`config.mk`:
```
export PLATFORM = sky130hd
export DESIGN_NAME = rf_access_arbiter
export DESIGN_NICKNAME = d
export VERILOG_FILES = /design/src/rtl/rf_access_arbiter.sv
export SDC_FILE = /design/constraint.sdc
export NUM_CORES = 1
export LEC_CHECK = 0
export CORE_MARGIN = 2
export CORE_UTILIZATION = 55
export DETAILED_ROUTE_END_ITERATION = 10
export DONT_BUFFER_PORTS = 1
export MAX_ROUTING_LAYER = met4
export PLACE_DENSITY = 0.7
export SLEW_MARGIN = 20
export SYNTH_ARGS = -nofsm -noshare
export SYNTH_HDL_FRONTEND = slang
export SYNTH_SLANG_ARGS = --single-unit
export TNS_END_PERCENT = 30
```
`constraint.sdc`:
```
create_clock -name clk -period 2.8 [get_ports clk]
set_input_delay 0.56 -clock clk [delete_from_list [all_inputs] [get_ports clk]]
set_output_delay 0.56 -clock clk [all_outputs]
set_load 0.01 [all_outputs]
```
`src/rtl/rf_access_arbiter.sv`:
```
// Round-robin arbiter serialising four requesters onto a 4x4-bit register file.
// Each grant runs IDLE -> ACCESS (file port driven) -> ACK (one-hot completion pulse).
module rf_access_arbiter (
  input  logic        clk,
  input  logic        reset,
  input  logic [3:0]  req,
  input  logic [3:0]  req_we,
  input  logic [7:0]  req_addr,
  input  logic [15:0] req_wdata,
  output logic [3:0]  ack,
  output logic [3:0]  rdata,
  output logic        busy,
  output logic        rf_we,
  output logic [1:0]  rf_waddr,
  output logic [3:0]  rf_wdata,
  output logic [1:0]  rf_rsel,
  input  logic [3:0]  rf_rdata
);

  localparam int unsigned N_REQ  = 4;
  localparam int unsigned DATA_W = 4;
  localparam int unsigned ADDR_W = 2;
  localparam int unsigned PTR_W  = 2;

  localparam logic [1:0] ST_IDLE   = 2'd0;
  localparam logic [1:0] ST_ACCESS = 2'd1;
  localparam logic [1:0] ST_ACK    = 2'd2;

  logic [1:0]        state_q, state_d;
  logic [PTR_W-1:0]  last_grant_q, last_grant_d;
  logic [PTR_W-1:0]  grant_q, grant_d;
  logic              op_q, op_d;
  logic [ADDR_W-1:0] addr_q, addr_d;
  logic [DATA_W-1:0] wdata_q, wdata_d;
  logic [DATA_W-1:0] rdata_q, rdata_d;
  logic [N_REQ-1:0]  ack_q, ack_d;

  logic [PTR_W-1:0]  pick;
  logic [PTR_W-1:0]  cand;
  logic              pick_vld;

  // Rotating priority: scan upward from the requester after the last grant.
  always_comb begin
    pick     = '0;
    cand     = '0;
    pick_vld = 1'b0;
    for (int unsigned i = 1; i <= N_REQ; i++) begin
      cand = last_grant_q + PTR_W'(i);
      if (!pick_vld && req[cand]) begin
        pick     = cand;
        pick_vld = 1'b1;
      end
    end
  end

  always_comb begin
    state_d      = state_q;
    last_grant_d = last_grant_q;
    grant_d      = grant_q;
    op_d         = op_q;
    addr_d       = addr_q;
    wdata_d      = wdata_q;
    rdata_d      = rdata_q;
    ack_d        = '0;
    case (state_q)
      ST_IDLE: begin
        if (pick_vld) begin
          grant_d = pick;
          op_d    = req_we[pick];
          addr_d  = req_addr[{pick, 1'b0} +: ADDR_W];
          wdata_d = req_wdata[{pick, 2'b00} +: DATA_W];
          state_d = ST_ACCESS;
        end
      end
      ST_ACCESS: begin
        if (!op_q) begin
          rdata_d = rf_rdata;
        end
        ack_d   = N_REQ'(1) << grant_q;
        state_d = ST_ACK;
      end
      ST_ACK: begin
        last_grant_d = grant_q;
        state_d      = ST_IDLE;
      end
      default: state_d = ST_IDLE;
    endcase
  end

  always_ff @(posedge clk) begin
    if (reset) begin
      state_q      <= ST_IDLE;
      last_grant_q <= PTR_W'(N_REQ - 1);
      grant_q      <= '0;
      op_q         <= 1'b0;
      addr_q       <= '0;
      wdata_q      <= '0;
      rdata_q      <= '0;
      ack_q        <= '0;
    end else begin
      state_q      <= state_d;
      last_grant_q <= last_grant_d;
      grant_q      <= grant_d;
      op_q         <= op_d;
      addr_q       <= addr_d;
      wdata_q      <= wdata_d;
      rdata_q      <= rdata_d;
      ack_q        <= ack_d;
    end
  end

  // Reset gates the write combinationally so a reset landing in ACCESS never writes.
  assign rf_we    = (state_q == ST_ACCESS) & op_q & ~reset;
  assign rf_waddr = addr_q;
  assign rf_rsel  = addr_q;
  assign rf_wdata = wdata_q;
  assign ack      = ack_q;
  assign rdata    = rdata_q;
  assign busy     = (state_q != ST_IDLE);

endmodule

```
# Word-level counts from Yosys, hierarchy flattened
# Index checks and enable logic that the tools add are counted.
[totals] mem_bits_ro=0 latch_bits=0 wordCells=58 input_bits=38 reg_bits=21 mem_bits_rw=0 mem_count=0
[op_classes] n_div=0 multipliers=0 n_lt_le_gt_ge=5 shift=3 add_sub_neg=3 reduce_logical=11 n_bitwise=5 muxes=20 eq_ne=3
[ops] op="16-bit by 5-bit indexed part select with 4-bit output" count=1
[ops] op="2-bit by 3-bit < comparator with 1-bit output, second input constant" count=5
[ops] op="1-bit binary-select mux with 2-bit select" count=5
[ops] op="2-bit two-way mux" count=5
[ops] op="1-bit two-way mux" count=9
[ops] op="8-bit by 4-bit indexed part select with 2-bit output" count=1
[ops] op="2-bit adder, second input constant" count=2
[ops] op="2-bit one-hot mux with 2 select lines" count=1
[ops] op="2-bit AND reduction" count=2
[ops] op="1-bit by 2-bit << shifter with 4-bit output, first input constant" count=1
[ops] op="1-bit logical AND" count=3
[ops] op="1-bit zero test" count=3
[ops] op="1-bit NOT" count=3
[ops] op="2-bit by 1-bit adder with 2-bit output, second input constant" count=1
[ops] op="1-bit bitwise AND" count=2
[ops] op="2-bit by 1-bit equality test with 1-bit output, second input constant" count=1
[ops] op="2-bit equality test, second input constant" count=1
[ops] op="2-bit zero test" count=1
[ops] op="2-bit inequality test, second input constant" count=1
[ops] op="2-bit nonzero test" count=1
[ops] op="2-bit OR reduction" count=1

# Longest topological paths before layout
[logic_depth] depth_word=15 mapped_depth=6 depth_no_buf=5

# Worst setup path after synthesis
# No wires, ideal clock.
[synth_path] kind="input port to flip-flop" start="input port req[1]" end="register wdata_q[1] (netlist: rf_wdata[1])" required_time_ns=2.731 arrival_time_ns=1.677 setup_slack_ns=1.054 setup_ns=0.069 cell_stages=6 path_cell_list="or3b_1 -> o311a_4 -> buf_12 -> mux2i_1 -> mux2_4 -> o21ai_1"
[synth_between] elab_chain_len=13
[synth_rtl] element="from (decl)" line="6" rtl="input logic [3:0] req,"
[synth_rtl] element="1-bit binary-select mux with 2-bit select" line="49" rtl="if (!pick_vld && req[cand]) begin"
[synth_rtl] element="1-bit two-way mux (implied by the code)" line="49"
[synth_rtl] element="1-bit two-way mux" line="49"
[synth_rtl] element="1-bit zero test" line="49"
[synth_rtl] element="1-bit logical AND" line="49"
[synth_rtl] element="1-bit two-way mux" line="49"
[synth_rtl] element="1-bit zero test" line="49"
[synth_rtl] element="1-bit logical AND" line="49"
[synth_rtl] element="1-bit two-way mux" line="49"
[synth_rtl] element="1-bit zero test" line="49"
[synth_rtl] element="1-bit logical AND" line="49"
[synth_rtl] element="2-bit two-way mux / 1-bit two-way mux (equally long branches)" line="49"
[synth_rtl] element="16-bit by 5-bit indexed part select with 4-bit output / 2-bit AND reduction (equally long branches)"
[synth_rtl] element="to (signal assigned)" line="106" rtl="wdata_q <= wdata_d;"
[synth_rtl] element="to (decl)" line="34" rtl="logic [DATA_W-1:0] wdata_q, wdata_d;"
# Several ways; a longest one is shown, not always the timed one. The select of a mux whose other input is x is not followed.
# A chain may end at the register's enable or synchronous reset.

# Worst setup path after layout
[layout_path] start="register state_q[1]" end="output port rf_we"
[layout_between] elab_chain_len=3
[layout_rtl] element="from (decl)" line="29" rtl="logic [1:0] state_q, state_d;"
[layout_rtl] element="from (signal assigned)" line="101" rtl="state_q <= state_d;"
[layout_rtl] element="2-bit by 1-bit equality test with 1-bit output" line="113" rtl="assign rf_we = (state_q == ST_ACCESS) & op_q & ~reset;"
[layout_rtl] element="1-bit bitwise AND (2 in a row)" line="113"
[layout_rtl] element="to (decl)" line="13" rtl="output logic rf_we,"
# No other way between the ends.

==> impl_metrics.toml <==
[run_status]
status = "finished, final reports clean"

[min_path]
hp-class = "in2reg"
min_from = "reset"
holdPathStages = 1
holdPathEnd = "rdata[1]"

[worst_setup_path]
crit_required_ns = 2.24
rrSetupSlack_ns = 1.14
startpoint_type = "flop"
worstPathMaxFanout = 4
rr_endpoint = "rf_rsel[0]"
cp.arrival_ns = 1.24
r2r-start = "state_q[1]"
r2r_cells = 5
endpoint_kind = "output port"
crit_type = "reg2out"

[clock_network]
cts_resized = 0
cts-root-buf = "clkbuf_4"
clk_pin_slew_ns = 0.12
cts.path.max_buffers = 2
cts_tree = "built"
htree_num_levels = 1
clk_latency_ns = 0.30
post_cts_buffers = 0
hold_buffers = 0
numCtsBuffers = 3
cts.sinks = 21

[yosys]
synth_ff_type = "dfxtp_1"
synth.largest_area_cell = "dfxtp_1"
yosysSeqAreaShare = 0.362
syn_inst = 112
netlist_area_um2 = 1160
synth_common_cells = "dfxtp_1, mux2i_1, nor2_1, nand2b_1, o21ai_1"
yosysWarnings = 0
yosysMostFrequentCell = "dfxtp_1"
postSynthAreaPerCell_um2 = 10.4
synth.ff_latch_count = 21
synthArstFlopShare = 0
synth.top_cell.area_share = 0.362
synth.area.top_cells = "dfxtp_1, mux2i_1, mux2_4"
synth_cell_types = 36
synth-edff-count = 0
synth_nets = 150

[timing]
slew_violations = 0
whs_ns = 0.312
final-hold-violation-count = 0
fin_setup_tns_ns = 0
grt_setup_unrepaired = "no"
setup_violations = 0
skew_ns = 0.00222
worst-slew-pin-transition_ns = 0.433
period_share = 0.644
slew-limit-headroom = 0.712
period_minus_slack_ns = 1.80
fmax_ghz = 0.555

[pwr]
vdd_drop_max_mv = 0.316
p_leak_uw = 0.000458
pwr-share-seq = 0.543
p_per_area_nw_per_um2 = 563
p_sw_frac = 0.306
p_int_uw = 459
p_total_uw = 661
pwr-share-comb = 0.234
p_sw_uw = 202
clock_power_share = 0.223

[run]
drv_cap = 0

[placed_design]
placed_area_um2 = 1140
gp_congestion = 0.732
placedCellCount = 133
numPortBuffers = 0
hpwl_um = 1580

[die]
die-area_um2 = 2500
die_w_um = 50.0
coreArea_um2 = 1980
rows = 16
pin_count = 56
initial_core_util = 0.586
die_h_um = 50.0

[finish]
drive_gt1_frac = 0.182
area_growth_pct = 1.08
instances_no_fill = 137
n_antenna_cell = 0
final_cell_area_um2 = 1170
final_nets = 149

[global_route]
grt_pass1_wl_um = 3200
grt_antenna_before_repair = 0
grt_max_degree = 20
grt-ovfl-total = 0
grt_use_total = 0.171
grt_pass1_vias = 747

[detailed_routing]
ant_nets = 0
wl_per_cell_um = 14.8
vias = 784
wirelength_um = 2030
first_pass_iters = 5
drt-initial-drc-count = 5
viasPerCell = 5.72
drc_errors = 0
[power groups by stage]
stage / clock (µW) / combinational (µW) / sequential (µW)
after global routing: 161 / 171 / 363
after floorplan: 0 / 158 / 358
final: 148 / 155 / 359
after CTS: 154 / 157 / 359
after global placement: 0 / 152 / 366
after detailed placement: 0 / 157 / 366
[worst max-delay path, stage by stage (launching register included)]
cell,delay [ns]
dfxtp_1,0.34
nand2b_1,0.19
nor2_1,0.20
and2_1,0.22
[cell usage in the layout (no fill, tap or decap), types with 2 or more instances in the layout]
cell type and n:
nand2b_1 5, a211oi_2 3, nor2b_1 3, nand3b_1 4
clkbuf_4 3, mux2_4 4, dfxtp_1 21, o21ai_1 5
mux2i_1 17, inv_1 2, and4_1 2, a2111oi_4 2
nor3_1 3, a21oi_1 2, nor2_1 13, o21bai_1 3
[cells by family after synthesis]
| logic type | count (synthesis) | share of synthesized area |
|---|---|---|
| muxes | 22 | 0.208 |
| AOI/OAI and AO/OA | 19 | 0.166 |
| and+or+nand+nor | 41 | 0.208 |
| DFF | 21 | 0.362 |
| buffers and inverters | 9 | 0.0570 |
[worst max path at each step]
stage          slack (ns)          end  startpoint
2_1_floorplan        1.05  rf_wdata[1]      req[1]
3_3_place_gp         1.03  rf_wdata[2]      req[3]
3_5_place_dp         0.98   rf_rsel[0]      req[0]
4_1_cts              0.99        rf_we  state_q[1]
5_1_grt              0.92        rf_we  state_q[1]
6_report              1.0        rf_we  state_q[1]
[flip-flops by register name (all words and copies together), names as in the netlist]
name,cells
state_q,2
ack,4
rdata,4
op_q,1
last_grant_q,2
grant_q,2
rf_rsel,2
rf_wdata,4
[through the flow]
stage / util / setup slack, ns
global placement: 0.578 / 1.03
floorplan: - / 1.05
global route: 0.593 / 0.917
detailed placement: 0.578 / 0.978
CTS: 0.593 / 0.992
finish: 0.593 / 0.998
[routing by layer]
layer	GRT usage	routed length [µm]	up-vias	part of all wire
li1	-	-	392	-
met1	0.202	883	357	0.44
met2	0.304	991	33	0.49
met3	0.0242	135	2	0.067
met4	0.0417	17	0	0.0084
met5	-	0	-	0
[final cells by class]
cell class	count	area, µm²
clock buffer	3	22.5
tap	27	33.8
multi-input combinational	82	676
timing repair buffer	1	7.51
fill	185	807
clock inverter	1	7.51
inverter	2	7.51
sequential	21	420
Note: power is estimated with default switching activity, not from simulation.
